`config.mk`:
```
export PLATFORM = sky130hd
export DESIGN_NAME = sfr_wr_arbiter
export DESIGN_NICKNAME = d
export VERILOG_FILES = /design/src/rtl/sfr_wr_arbiter_pkg.sv /design/src/rtl/sfr_wr_arbiter_arb_pick.sv /design/src/rtl/sfr_wr_arbiter.sv
export SDC_FILE = /design/constraint.sdc
export NUM_CORES = 1
export LEC_CHECK = 0
export BUFFER_PORTS_ARGS = -buffer_cell sky130_fd_sc_hd__buf_2
export CAP_MARGIN = 40
export CORE_ASPECT_RATIO = 1.25
export CORE_MARGIN = 1
export CORE_UTILIZATION = 40
export CTS_BUF_LIST = sky130_fd_sc_hd__clkbuf_8
export DETAILED_ROUTE_END_ITERATION = 8
export GPL_TIMING_DRIVEN = 0
export PLACE_DENSITY = 0.74
export SLEW_MARGIN = 10
export SYNTH_ARGS = -nofsm -noshare
export SYNTH_HDL_FRONTEND = slang
export SYNTH_HIERARCHICAL = 1
export SYNTH_SLANG_ARGS = --single-unit
export TNS_END_PERCENT = 5
```
`constraint.sdc`:
```
create_clock -name clock -period 4.1 [get_ports clock]
set_input_delay 0.205 -clock clock [delete_from_list [all_inputs] [get_ports clock]]
set_output_delay 0.205 -clock clock [all_outputs]
set_load 0.02 [all_outputs]
```
`src/rtl/sfr_wr_arbiter_pkg.sv`:
```
// ---------------------------------------------------------------------------
// sfr_wr_arbiter_pkg
// Shared definitions for the SFR write arbiter:
//   NREQ_DEFAULT    default number of write requesters
//   SFR_ACC         byte address of the accumulator SFR
//   ACC_BIT_PREFIX  upper five bits of every accumulator bit address
//   arb_state_t     arbiter FSM state encoding
//   is_acc_target   tells whether a write lands in the accumulator
// ---------------------------------------------------------------------------
package sfr_wr_arbiter_pkg;

    localparam int         NREQ_DEFAULT   = 3;
    localparam logic [7:0] SFR_ACC        = 8'hE0;
    localparam logic [4:0] ACC_BIT_PREFIX = 5'b11100;

    typedef enum logic [1:0] {
        IDLE   = 2'd0,
        WRITE  = 2'd1,
        SETTLE = 2'd2
    } arb_state_t;

    // A byte write hits ACC only at E0. A bit write hits ACC for bit
    // addresses E0..E7, so only the upper five bits are compared.
    function automatic logic is_acc_target(input logic [7:0] addr, input logic bit_wr);
        if (bit_wr) begin
            return (addr[7:3] == ACC_BIT_PREFIX);
        end
        return (addr == SFR_ACC);
    endfunction

endpackage

```
`src/rtl/sfr_wr_arbiter_arb_pick.sv`:
```
// ---------------------------------------------------------------------------
// sfr_arb_pick
// Combinational winner selection for the SFR write arbiter.
//   req     in  NREQ   pending write requests
//   ptr     in  PTR_W  last winner index (used only in round-robin mode)
//   winner  out NREQ   one-hot winner, all zero when nothing is requested
// SFR_RR_ARB_EN defined: round-robin, search starts at ptr+1 modulo NREQ.
// SFR_RR_ARB_EN undefined: fixed priority, lowest index wins.
// ---------------------------------------------------------------------------
module sfr_arb_pick
    import sfr_wr_arbiter_pkg::*;
#(
    parameter int NREQ  = NREQ_DEFAULT,
    parameter int PTR_W = $clog2(NREQ)
) (
    input  logic [NREQ-1:0]  req,
    input  logic [PTR_W-1:0] ptr,
    output logic [NREQ-1:0]  winner
);

    logic found;

`ifdef SFR_RR_ARB_EN
    // Visit requesters in order ptr+1, ptr+2, ... wrapping at NREQ. Both
    // loops run over constants so every select has a fixed index.
    always_comb begin
        winner = '0;
        found  = 1'b0;
        for (int k = 1; k <= NREQ; k++) begin
            for (int i = 0; i < NREQ; i++) begin
                if (!found && req[i] && (i == (int'(ptr) + k) % NREQ)) begin
                    winner[i] = 1'b1;
                    found     = 1'b1;
                end
            end
        end
    end
`else
    logic [PTR_W-1:0] unused_ptr;
    assign unused_ptr = ptr;

    always_comb begin
        winner = '0;
        found  = 1'b0;
        for (int i = 0; i < NREQ; i++) begin
            if (!found && req[i]) begin
                winner[i] = 1'b1;
                found     = 1'b1;
            end
        end
    end
`endif

endmodule

```
`src/rtl/sfr_wr_arbiter.sv`:
```
// ---------------------------------------------------------------------------
// sfr_wr_arbiter
// Arbitrates SFR write requests from NREQ requesters onto one SFR write port.
// A request seen in IDLE is latched into the output registers and strobed in
// the following WRITE cycle; writes to the accumulator get one extra SETTLE
// cycle so ACC parity settles before the next access.
//   clock            in   1        system clock
//   reset            in   1        asynchronous, active-high reset
//   req              in   NREQ     level write requests, held until done
//   req_addr         in   8*NREQ   byte/bit address, slice i = [8i+7:8i]
//   req_data         in   8*NREQ   byte write data, slice i = [8i+7:8i]
//   req_bit          in   NREQ     1 = bit write, 0 = byte write
//   req_bit_val      in   NREQ     bit value for a bit write
//   gnt              out  NREQ     one-hot grant during WRITE
//   done             out  NREQ     completion pulse, same cycle as gnt
//   sfr_addr         out  8        SFR address (held outside WRITE)
//   sfr_data         out  8        SFR byte data (held outside WRITE)
//   sfr_write_en     out  1        write strobe
//   sfr_write_bit_en out  1        strobe is a bit write
//   sfr_bit_in       out  1        bit value for a bit write
//   busy             out  1        FSM not in IDLE
// Build option: SFR_RR_ARB_EN selects round-robin instead of fixed priority.
// ---------------------------------------------------------------------------
module sfr_wr_arbiter
    import sfr_wr_arbiter_pkg::*;
#(
    parameter int NREQ = NREQ_DEFAULT
) (
    input  logic              clock,
    input  logic              reset,
    input  logic [NREQ-1:0]   req,
    input  logic [8*NREQ-1:0] req_addr,
    input  logic [8*NREQ-1:0] req_data,
    input  logic [NREQ-1:0]   req_bit,
    input  logic [NREQ-1:0]   req_bit_val,
    output logic [NREQ-1:0]   gnt,
    output logic [NREQ-1:0]   done,
    output logic [7:0]        sfr_addr,
    output logic [7:0]        sfr_data,
    output logic              sfr_write_en,
    output logic              sfr_write_bit_en,
    output logic              sfr_bit_in,
    output logic              busy
);

    localparam int PTR_W = $clog2(NREQ);

    arb_state_t       state;
    arb_state_t       state_next;
    logic [NREQ-1:0]  winner;
    logic [NREQ-1:0]  gnt_next;
    logic [7:0]       addr_next;
    logic [7:0]       data_next;
    logic             we_next;
    logic             wbe_next;
    logic             bit_next;
    logic             busy_next;
    logic [PTR_W-1:0] ptr;

    sfr_arb_pick #(
        .NREQ  (NREQ),
        .PTR_W (PTR_W)
    ) u_pick (
        .req    (req),
        .ptr    (ptr),
        .winner (winner)
    );

`ifdef SFR_RR_ARB_EN
    logic [PTR_W-1:0] ptr_next;

    // The pointer remembers the last winner and moves when a grant is taken.
    always_comb begin
        ptr_next = ptr;
        if (state == IDLE) begin
            for (int i = 0; i < NREQ; i++) begin
                if (winner[i]) begin
                    ptr_next = PTR_W'(i);
                end
            end
        end
    end

    always_ff @(posedge clock or posedge reset) begin
        if (reset) begin
            ptr <= PTR_W'(NREQ - 1);
        end else begin
            ptr <= ptr_next;
        end
    end
`else
    assign ptr = PTR_W'(NREQ - 1);
`endif

    // Next-state and next-output logic. The SFR outputs double as the latched
    // transaction: they are loaded once in IDLE and only read afterwards, so
    // requester changes during WRITE/SETTLE cannot disturb them.
    always_comb begin
        state_next = state;
        gnt_next   = '0;
        addr_next  = sfr_addr;
        data_next  = sfr_data;
        we_next    = 1'b0;
        wbe_next   = 1'b0;
        bit_next   = sfr_bit_in;
        case (state)
            IDLE: begin
                if (|req) begin
                    state_next = WRITE;
                    gnt_next   = winner;
                    we_next    = 1'b1;
                    wbe_next   = |(winner & req_bit);
                    bit_next   = |(winner & req_bit_val);
                    for (int i = 0; i < NREQ; i++) begin
                        if (winner[i]) begin
                            addr_next = req_addr[8*i +: 8];
                            data_next = req_data[8*i +: 8];
                        end
                    end
                end
            end
            WRITE: begin
                if (is_acc_target(sfr_addr, sfr_write_bit_en)) begin
                    state_next = SETTLE;
                end else begin
                    state_next = IDLE;
                end
            end
            SETTLE: begin
                state_next = IDLE;
            end
            default: begin
                state_next = IDLE;
            end
        endcase
        busy_next = (state_next != IDLE);
    end

    // State and output registers; reset aborts any transaction in flight.
    always_ff @(posedge clock or posedge reset) begin
        if (reset) begin
            state            <= IDLE;
            gnt              <= '0;
            done             <= '0;
            sfr_addr         <= 8'h00;
            sfr_data         <= 8'h00;
            sfr_write_en     <= 1'b0;
            sfr_write_bit_en <= 1'b0;
            sfr_bit_in       <= 1'b0;
            busy             <= 1'b0;
        end else begin
            state            <= state_next;
            gnt              <= gnt_next;
            done             <= gnt_next;
            sfr_addr         <= addr_next;
            sfr_data         <= data_next;
            sfr_write_en     <= we_next;
            sfr_write_bit_en <= wbe_next;
            sfr_bit_in       <= bit_next;
            busy             <= busy_next;
        end
    end

endmodule

```
==> results of run 1 <==
[flip-flops by register name (all words and copies together), names as in the netlist]
| name | count |
|---|---|
| sfr_bit_in | 1 |
| state | 2 |
| sfr_data | 8 |
| sfr_addr | 8 |
| done | 3 |
| sfr_write_bit_en | 1 |
| sfr_write_en | 1 |
| busy | 1 |
[layer usage]
layer  track usage (%)  wire length [um]  vias to the layer above
li1                  -                 -                      620
met4              6.73                40                        0
met2              37.7              1720                       51
met3              3.56               189                        4
met1              20.6              1380                      578
met5                 0                 0                        -
[through the flow]
stage	util [%]	instances	cell area [um^2]	total power [mW]	hold WS, ns
after CTS	59.0	252	1930	0.908	0.195
after global placement	56.8	246	1860	0.758	0.434
after detailed placement	57.3	247	1880	0.766	0.199
after global routing	59.0	252	1930	0.956	0.205
after floorplan	-	125	1400	0.627	0.232
final	59.0	252	1930	0.898	0.199
[critical path, stage by stage, from the launching register on]
cell	delay (ns)
dfrtp_1	0.45
nor4_4	0.54
buf_6	0.25
mux2_4	0.31
[repair_timing]
action,4_1_cts,5_1_grt
resized for setup,0,0
setup endpoints to repair,0,0
hold buffers,1,0
endpoints found under the hold margin,9,0
[cell type report]
type,count,area share [%]
Tap cell,37,2.39
Buffer,11,3.88
Clock inverter,1,0.194
Clock buffer,3,2.13
Timing Repair Buffer,86,23.0
Multi-Input combinational cell,86,35.4
Inverter,3,0.582
Sequential cell,25,32.3
[report_power, final]
part | switching [mW] | internal (mW)
Sequential | 0.0512 | 0.322
Clock | 0.0719 | 0.0668
Combinational | 0.203 | 0.183
[worst max-delay path by stage]
stage	startpoint	to	cells after the start
3_5_place_dp	req[0]	sfr_data[6]	7
2_1_floorplan	req[0]	sfr_addr[0]	6
3_3_place_gp	req[0]	sfr_data[5]	7
4_1_cts	state[1]	sfr_data[6]	3
5_1_grt	state[1]	sfr_data[6]	3
6_report	state[1]	sfr_data[6]	3
[layout by cell type, fill, tap and decap left out, drive strengths merged, types with 2 or more instances in the layout]
cell and instances:
nand2 18, nor4 2, mux2 16, mux2i 16, clkbuf 6, and3 3
nor2 3, o21ai 17, inv 4, dfrtp 25, buf 93, a222oi 2
nor3 3
==> metrics.md, run 1 <==
| Metric | Value |
|---|---|
| Number of buffers created by CTS | 3 |
| 1st-iter DRT viols | 16 |
| Vias per inst | about 5 |
| Routed wire per std cell | approximately 13 um |
| Area of the multi-input gates | just under 700 um^2 |
| Rel. slew slack | about two thirds |
| Worst Skew | 0.00128 ns |
| Initial Util | 42.6% |
| Total core area | between 3000 and 4000 um^2 |
| Flop-to-flop setup slack | 2.44 ns |
| P per Cell Area | around 460 nW/um^2 |
| Worst Reg-to-Reg Cells | 3 |
| Mapped Cells | between 100 and 150 |
| RSZ-0062 raised after global routing | false |
| Die span in x | roughly 55 um |
| Initial antenna violation count | 0 |
| Nets@finish | 275 |
| # port buffers | 84 |
| WS Path Type | flip-flop to flip-flop |
| Pin count of the biggest net entering global routing | 17 |
| Die height | about 70 um |
| CP required | between 4 and 5 ns |
| Worst hold path depth | 3 |
| Final Hold Fails | 0 |
| Final setup fails | 0 |
| Vias in the first global route | 1219 |
| Max-slew violations | 0 |
| Final period utilization | 40.5% |
| Sequential cell area | 626 um^2 |
| Global-route wire length before repair | between 5000 and 6000 um |
| Max Cap Viol | 0 |
| Final ANT Viol Nets | 0 |
| Clock sinks | 25 |
| Worst min-delay path class | input pin to flip-flop |
| Crit path launch type | flip-flop |
| Reg clk slew, reported paths | about 0.08 ns |
| Clock period minus worst slack | roughly 1.7 ns |
| Diode count | 0 |
| First-pass DRT Iterations | 4 |
| Post-CTS Setup Bufs | 0 |
| Crit path DAT | about 1.8 ns |
| Peak Freq | roughly 600 MHz |
| Reg2reg start | state[1] |
| Hold Crit Start | req_bit[0] |
| Pre-CTS setup slack | between 2 and 2.5 ns |
| Placer Congestion | 0.727 |
| Layout cells sized above 1 | a little over half |
| Clock root cell | clkbuf_8 |
| DRC Markers | 0 |
| Hold Path Sink | sfr_write_bit_en |
| DP Wirelength | approximately 2700 um |
| Post-route setup slack | between 2 and 2.5 ns |
| YS warnings | 6 |
| # H-tree levels | 1 |
| Routed vias | around 1.3k |
| Clk_lat worst skew | roughly 0.26 ns |
| Worst Max-Slew Pin Slew | around 0.50 ns |
| Status | complete, no violations |
| Capturing point of the worst reg2reg path | sfr_data[6] |
| Die ar. | 3740 um^2 |
| Clock buffer depth | 2 |
| FILL cells | about 320 |
| Critical path fanouts, max | 10 |
| Post-Route WL | 3330 um |
| Leak | between 0.9 and 1 nW |
| Synth-to-Final Area Change | 38.4% |
| Total track usage | between 10% and 20% |
| Mean Syn Cell Area | about 11 um^2 |
| Core Rows | 23 |
| Grt ovf | 0 |
| Maximum VDD drop | between 0.2 and 0.3 mV |
| I/O Pins | 85 |
| CTS tree | yes |
| Post-Syn Area | ~1400 um^2 |
| Setup TNS | 0 ns |
| Critical Path Sink Type | flip-flop |
| Post-Syn Nets | about 180 |
Power figures use the tool's default switching activity.
==> run 2, diff against run 1 <==
--- a/config.mk
+++ b/config.mk
@@ -13,7 +13,7 @@
 export CTS_BUF_LIST = sky130_fd_sc_hd__clkbuf_8
 export DETAILED_ROUTE_END_ITERATION = 8
 export GPL_TIMING_DRIVEN = 0
-export PLACE_DENSITY = 0.74
+export PLACE_DENSITY = 0.77
 export SLEW_MARGIN = 10
 export SYNTH_ARGS = -nofsm -noshare
 export SYNTH_HDL_FRONTEND = slang
==> constraint.sdc (replaced) <==
create_clock -name clock -period 1.5 [get_ports clock]
set_input_delay 0.075 -clock clock [delete_from_list [all_inputs] [get_ports clock]]
set_output_delay 0.075 -clock clock [all_outputs]
set_load 0.02 [all_outputs]
==> metrics.md, run 2 (synthesis results as in run 1) <==
| Metric | Value |
|---|---|
| Layout cells sized above 1 | 54.8% (+0.89 points) |
| Hold Path Sink | sfr_write_bit_en |
| Worst min-delay path class | input pin to flip-flop |
| WP buf/inv | 1 (unchanged) |
| Top Registers | sfr_addr (8), sfr_data (8), done (3) |
| Vias per inst | 4.87 (-2.1%) |
| Maximum VDD drop | 0.783 mV (+170%) |
| Capturing point of the worst reg2reg path | sfr_addr[2] |
| Diode count | 0 (unchanged) |
| Post-route setup slack | 0.0436 ns (-2.40 ns) |
| Worst hold path depth | 3 (unchanged) |
| Clk_lat worst skew | 0.26 ns (about the same) |
| Pin count of the biggest net entering global routing | 17 (unchanged) |
| Rel. slew slack | 68.1% (+2.0 points) |
| Final core utilization | 59.8% (+0.88 points) |
| Flop-to-flop setup slack | 0.04 ns (-2.40 ns) |
| M2 GR Usage | 37.8% (+0.15 points) |
| Setup TNS | 0 ns (unchanged) |
| Synth-to-Final Area Change | 40.5% |
| Clock buffer depth | 2 (unchanged) |
| I/O Pins | 85 (unchanged) |
| DP Wirelength | 2620 um (-1.7%) |
| Placer Congestion | 0.696 (-4.2%) |
| CTS tree | yes |
| Total track usage | 20.3% (+0.54 points) |
| # H-tree levels | 1 (unchanged) |
| Routed wire per std cell | 13.2 um (-0.25%) |
| Crit path launch type | flip-flop |
| Grt ovf | 0 (unchanged) |
| Post-Route WL | 3350 um (+0.54%) |
| Status | complete, no violations |
| Final ANT Viol Nets | 0 (unchanged) |
| Die span in x | 54.9 um (unchanged) |
| Clock sinks | 25 (unchanged) |
| Slowest cell on crit path | dfrtp_2 |
| Commonest non-fill, non-tap cells in the layout | buf_2 (84), dfrtp_1 (24), nand2_1 (18) |
| Die ar. | 3740 um^2 (unchanged) |
| Area of the multi-input gates | 686 um^2 (unchanged) |
| Max Cap Viol | 0 (unchanged) |
| Crit path DAT | 1.60 ns (-0.21 ns) |
| Leak | 1.01 nW (+1.4%) |
| Clock root cell | clkbuf_8 |
| CP peak stage delay | 0.45 ns (-0.09 ns) |
| Gr busiest metal | met2 |
| First-pass DRT Iterations | 4 (unchanged) |
| Final hold slack | 0.0745 ns (-0.124 ns) |
| Peak Freq | 687 MHz (+14%) |
| Nets@finish | 277 (+0.73%) |
| Max-slew violations | 0 (unchanged) |
| Cells along the critical path | nor4_4, buf_6, mux2_4 |
| Grt met1 use | 22.9% (+2.3 points) |
| Final setup fails | 0 (unchanged) |
| Commonest non-fill, non-tap cell in the layout | buf_2 |
| Final Hold Fails | 0 (unchanged) |
| Cell Count, Final, Fillers Out | 254 (+0.79%) |
| Number of buffers created by CTS | 3 (unchanged) |
| Final period utilization | 97.1% (+57 points) |
| Worst Skew | 0.00547 ns (+0.00419 ns) |
| Core Rows | 23 (unchanged) |
| 1st-iter DRT viols | 10 (-6) |
| Critical path fanouts, max | 10 (unchanged) |
| Worst Reg-to-Reg Cells | 3 (unchanged) |
| WS Path Type | flip-flop to flip-flop |
| Family with the most delay on the worst path | flip-flops |
| Pre-CTS setup slack | -0.236 ns (-2.46 ns) |
| Hold Crit Start | req_bit[0] |
| Routed vias | 1237 (-1.3%) |
| Initial antenna violation count | 0 (unchanged) |
| Reg clk slew, reported paths | 0.08 ns (about the same) |
| Die height | 68.1 um (unchanged) |
| CP required | 1.65 ns (-2.60 ns) |
| Clock period minus worst slack | 1.46 ns (-0.203 ns) |
| Initial Util | 42.6% (unchanged) |
| Global-route wire length before repair | 5440 um (+5.1%) |
| Reg2reg start | state[0] |
| Worst Max-Slew Pin Slew | 0.478 ns (-0.0258 ns) |
| DRC Markers | 0 (unchanged) |
| # port buffers | 84 (unchanged) |
| Total core area | 3280 um^2 (unchanged) |
| DP Cell Count | 247 (unchanged) |
| Critical Path Sink Type | flip-flop |
| RSZ-0062 raised after global routing | true |
| Sequential cell area | 627 um^2 (+0.20%) |
| P per Cell Area | 1260 nW/um^2 (+170%) |
| Vias in the first global route | 1256 (+3.0%) |
| Met3 usage | 3.33% (-0.22 points) |
| FILL cells | 306 (-4.7%) |
-- run 2: cell count changes in the layout (fill, tap and decap cells not counted) --
cell     change
buf_8        -1
buf_4        +2
dfrtp_1      -1
buf_16       +1
dfrtp_2      +1
-- run 2: worst register-to-register path: cells and delay by family, from the launching register on --
kind          cells  cell delay (ns)
flops             1             0.45
mux               1             0.32
simple gates      1             0.35
buf+inv           1             0.24
-- run 2: what timing repair did --
| action | CTS | global route |
|---|---|---|
| hold endpoints to repair | 9 | 0 |
| gates resized for setup | 0 | 1 |
| setup endpoints to repair | 10 | 14 |
| pin swaps | 1 | 0 |
| setup buffers | 2 | 0 |
| hold buffers | 1 | 0 |
-- run 2: cell type report --
| cell class | count | share of cell area [%] |
|---|---|---|
| multi-input cells | 86 | 34.9 |
| flip-flops and latches | 25 | 31.9 |
| repair buffers | 88 | 24.1 |
| plain buffers | 11 | 3.82 |
| well taps | 37 | 2.36 |
| clock buffers | 3 | 2.10 |
| inverters | 3 | 0.574 |
| clock inverters | 1 | 0.191 |
-- run 2: how the worst max path moves through the flow --
| stage | startpoint | endpoint | slack (ns) | cells past startpoint |
|---|---|---|---|---|
| 2_1_floorplan | state[1] | sfr_addr[0] | -0.01 | 3 |
| 5_1_grt | state[0] | sfr_addr[2] | -0.02 | 3 |
| 4_1_cts | state[0] | sfr_addr[2] | 0.01 | 3 |
| 3_3_place_gp | req[0] | sfr_data[7] | -0.22 | 7 |
| 3_5_place_dp | req[0] | sfr_addr[2] | -0.24 | 7 |
| 6_report | state[0] | sfr_addr[2] | 0.04 | 3 |
-- run 2: through the flow --
stage | instance area [um^2] | power, mW
3_5_place_dp | 1890 | 2.10
3_3_place_gp | 1860 | 2.07
6_report | 1960 | 2.48
5_1_grt | 1960 | 2.64
2_1_floorplan | 1400 | 1.71
4_1_cts | 1960 | 2.51
-- run 2: power by group --
part / internal, mW / total (mW) / leakage, nW / switching [mW]
clock network: 0.182 / 0.376 / 0.0269 / 0.193
registers: 0.881 / 1.02 / 0.303 / 0.139
logic: 0.518 / 1.08 / 0.683 / 0.567
-- run 2: routing by layer --
layer	wire length, um	share of wire (%)	vias up
met5	0	0	-
met4	17	0.51	0
met3	181	5.4	2
met2	1780	53	49
met1	1360	41	562
li1	-	-	624
==> run 3, diff against run 2 <==
--- a/config.mk
+++ b/config.mk
@@ -9,11 +9,11 @@
 export CAP_MARGIN = 40
 export CORE_ASPECT_RATIO = 1.25
 export CORE_MARGIN = 1
-export CORE_UTILIZATION = 40
+export CORE_UTILIZATION = 31
 export CTS_BUF_LIST = sky130_fd_sc_hd__clkbuf_8
 export DETAILED_ROUTE_END_ITERATION = 8
 export GPL_TIMING_DRIVEN = 0
-export PLACE_DENSITY = 0.77
+export PLACE_DENSITY = 0.62
 export SLEW_MARGIN = 10
 export SYNTH_ARGS = -nofsm -noshare
 export SYNTH_HDL_FRONTEND = slang
==> metrics.md, run 3 (synthesis results as in run 1) <==
| Metric | Value |
|---|---|
| Worst min-delay path class | input pin to flip-flop |
| Final ANT Viol Nets | 0 (unchanged) |
| Crit path DAT | 1.60 ns (about the same) |
| Initial antenna violation count | 0 (unchanged) |
| CTS tree | yes |
| Tot Pwr | 2.49 mW (+0.45%) |
| Number of buffers created by CTS | 3 (unchanged) |
| Commonest non-fill, non-tap cell in the layout | buf_2 |
| Diode count | 0 (unchanged) |
| Clock sinks | 25 (unchanged) |
| Pre-CTS setup slack | -0.287 ns (-0.0505 ns) |
| DRC Markers | 0 (unchanged) |
| Cells along the critical path | nor4_4, buf_6, mux2_4 |
| Clk_lat worst skew | 0.27 ns (about the same) |
| Final Hold Fails | 0 (unchanged) |
| Routed vias | 1259 (+1.8%) |
| Core Rows | 26 (+13%) |
| Clock buffer depth | 2 (unchanged) |
| Max-slew violations | 0 (unchanged) |
| Global-route wire length before repair | 5530 um (+1.6%) |
| Vias in the first global route | 1181 (-6.0%) |
| Top Registers | sfr_addr (8), sfr_data (8), done (3) |
| Post-Route WL | 3350 um (unchanged) |
| First-pass DRT Iterations | 4 (unchanged) |
| Final period utilization | 96.3% (-0.80 points) |
| Critical path fanouts, max | 10 (unchanged) |
| DP Wirelength | 2700 um (+2.9%) |
| Maximum VDD drop | 0.721 mV (-7.8%) |
| # port buffers | 84 (unchanged) |
| CP required | 1.65 ns (about the same) |
| Crit path launch type | flip-flop |
| Pin count of the biggest net entering global routing | 17 (unchanged) |
| WS Path Type | flip-flop to flip-flop |
| Total core area | 4200 um^2 (+28%) |
| Critical Path Sink Type | flip-flop |
| Vias per inst | 4.61 (-5.3%) |
| Clock period minus worst slack | 1.44 ns (-0.0120 ns) |
| Grt ovf | 0 (unchanged) |
| Final setup fails | 0 (unchanged) |
| P per Cell Area | 1250 nW/um^2 (-0.93%) |
| Nets@finish | 277 (unchanged) |
| RSZ-0062 raised after global routing | true |
| Worst Max-Slew Pin Slew | 0.446 ns (-0.0324 ns) |
| I/O Pins | 85 (unchanged) |
| Routed wire per std cell | 12.3 um (-7.0%) |
| Setup TNS | 0 ns (unchanged) |
| 1st-iter DRT viols | 41 (+31) |
| Peak Freq | 692 MHz (+0.83%) |
| Family with the most delay on the worst path | flip-flops |
| Commonest non-fill, non-tap cells in the layout | buf_2 (84), dfrtp_1 (24), nand2_1 (18) |
| Clock root cell | clkbuf_8 |
| Die ar. | 4780 um^2 (+28%) |
| Synth-to-Final Area Change | 42.4% |
| CP peak stage delay | 0.45 ns (about the same) |
| Reg clk slew, reported paths | 0.09 ns (about the same) |
| Layout cells sized above 1 | 55.3% (+0.46 points) |
| Rel. slew slack | 70.2% (+2.1 points) |
| Die height | 77.1 um (+13%) |
| Placer Congestion | 0.701 (+0.68%) |
| Worst Skew | 0.00378 ns (-0.00169 ns) |
| Final core utilization | 47.4% (-12 points) |
| # H-tree levels | 1 (unchanged) |
| Die span in x | 62.1 um (+13%) |
| Total track usage | 15.4% (-4.9 points) |
| Leak | 1.01 nW (-0.53%) |
| Status | complete, no violations |
| Slowest cell on crit path | dfrtp_2 |
| Post-route setup slack | 0.0555 ns (+0.0120 ns) |
| WP buf/inv | 1 (unchanged) |
| Max Cap Viol | 0 (unchanged) |
| Initial Util | 33.3% (-9.3 points) |
## run 3: worst paths after layout
check	from	end	slack, ns	cells after the start
min in group asynchronous	reset	sfr_addr[0]	0.34	3
max in group asynchronous	reset	state[1]	0.72	4
worst max-delay path	state[1]	sfr_data[7]	0.06	3
worst min-delay path	req_bit[0]	sfr_write_bit_en	0.05	3
worst max register to register	state[1]	sfr_data[7]	0.06	3
worst min register to register	sfr_addr[4]	state[1]	0.50	1
## run 3: through the flow
stage	std cells	cell area, um^2	hold slack, ns
2_1_floorplan	125	1400	0.102
3_3_place_gp	265	1890	0.323
3_5_place_dp	266	1920	0.0974
4_1_cts	273	1990	0.0519
5_1_grt	273	1990	0.0816
6_report	273	1990	0.0531
## run 3: timing repair
action | in CTS | in global routing
hold buffers | 1 | 0
hold endpoints to repair | 9 | 0
setup endpoints to repair | 16 | 9
resized for setup | 0 | 1
pin swaps | 1 | 1
setup buffers | 2 | 0
## run 3: final cells by class
| cell class | count | area [um^2] |
|---|---|---|
| buffer | 11 | 75.1 |
| clock buffer | 3 | 41.3 |
| clock inverter | 1 | 7.51 |
| fill | 404 | 2210 |
| inverter | 3 | 11.3 |
| multi-input combinational | 86 | 686 |
| sequential | 25 | 627 |
| tap | 56 | 70.1 |
| timing repair buffer | 88 | 473 |
## run 3: routing by layer
layer | GRT usage, % | share of wire, % | wire, um | up-vias
met1 | 19.5 | 41 | 1390 | 586
met2 | 25.6 | 52 | 1740 | 46
li1 | - | - | - | 625
met4 | 2.67 | 0.24 | 8 | 0
met5 | 0 | 0 | 0 | -
met3 | 4.22 | 6.3 | 210 | 2
## run 3: tightest hold or removal path: stages
cell and delay [ns]:
buf_2 0.08, a222oi_1 0.05, nor2_1 0.08
## run 3: power breakdown
group | total, mW | switching (mW) | internal [mW]
clock | 0.400 | 0.212 | 0.188
combinational | 1.08 | 0.569 | 0.515
sequential | 1.01 | 0.128 | 0.879
total | 2.49 | 0.909 | 1.58
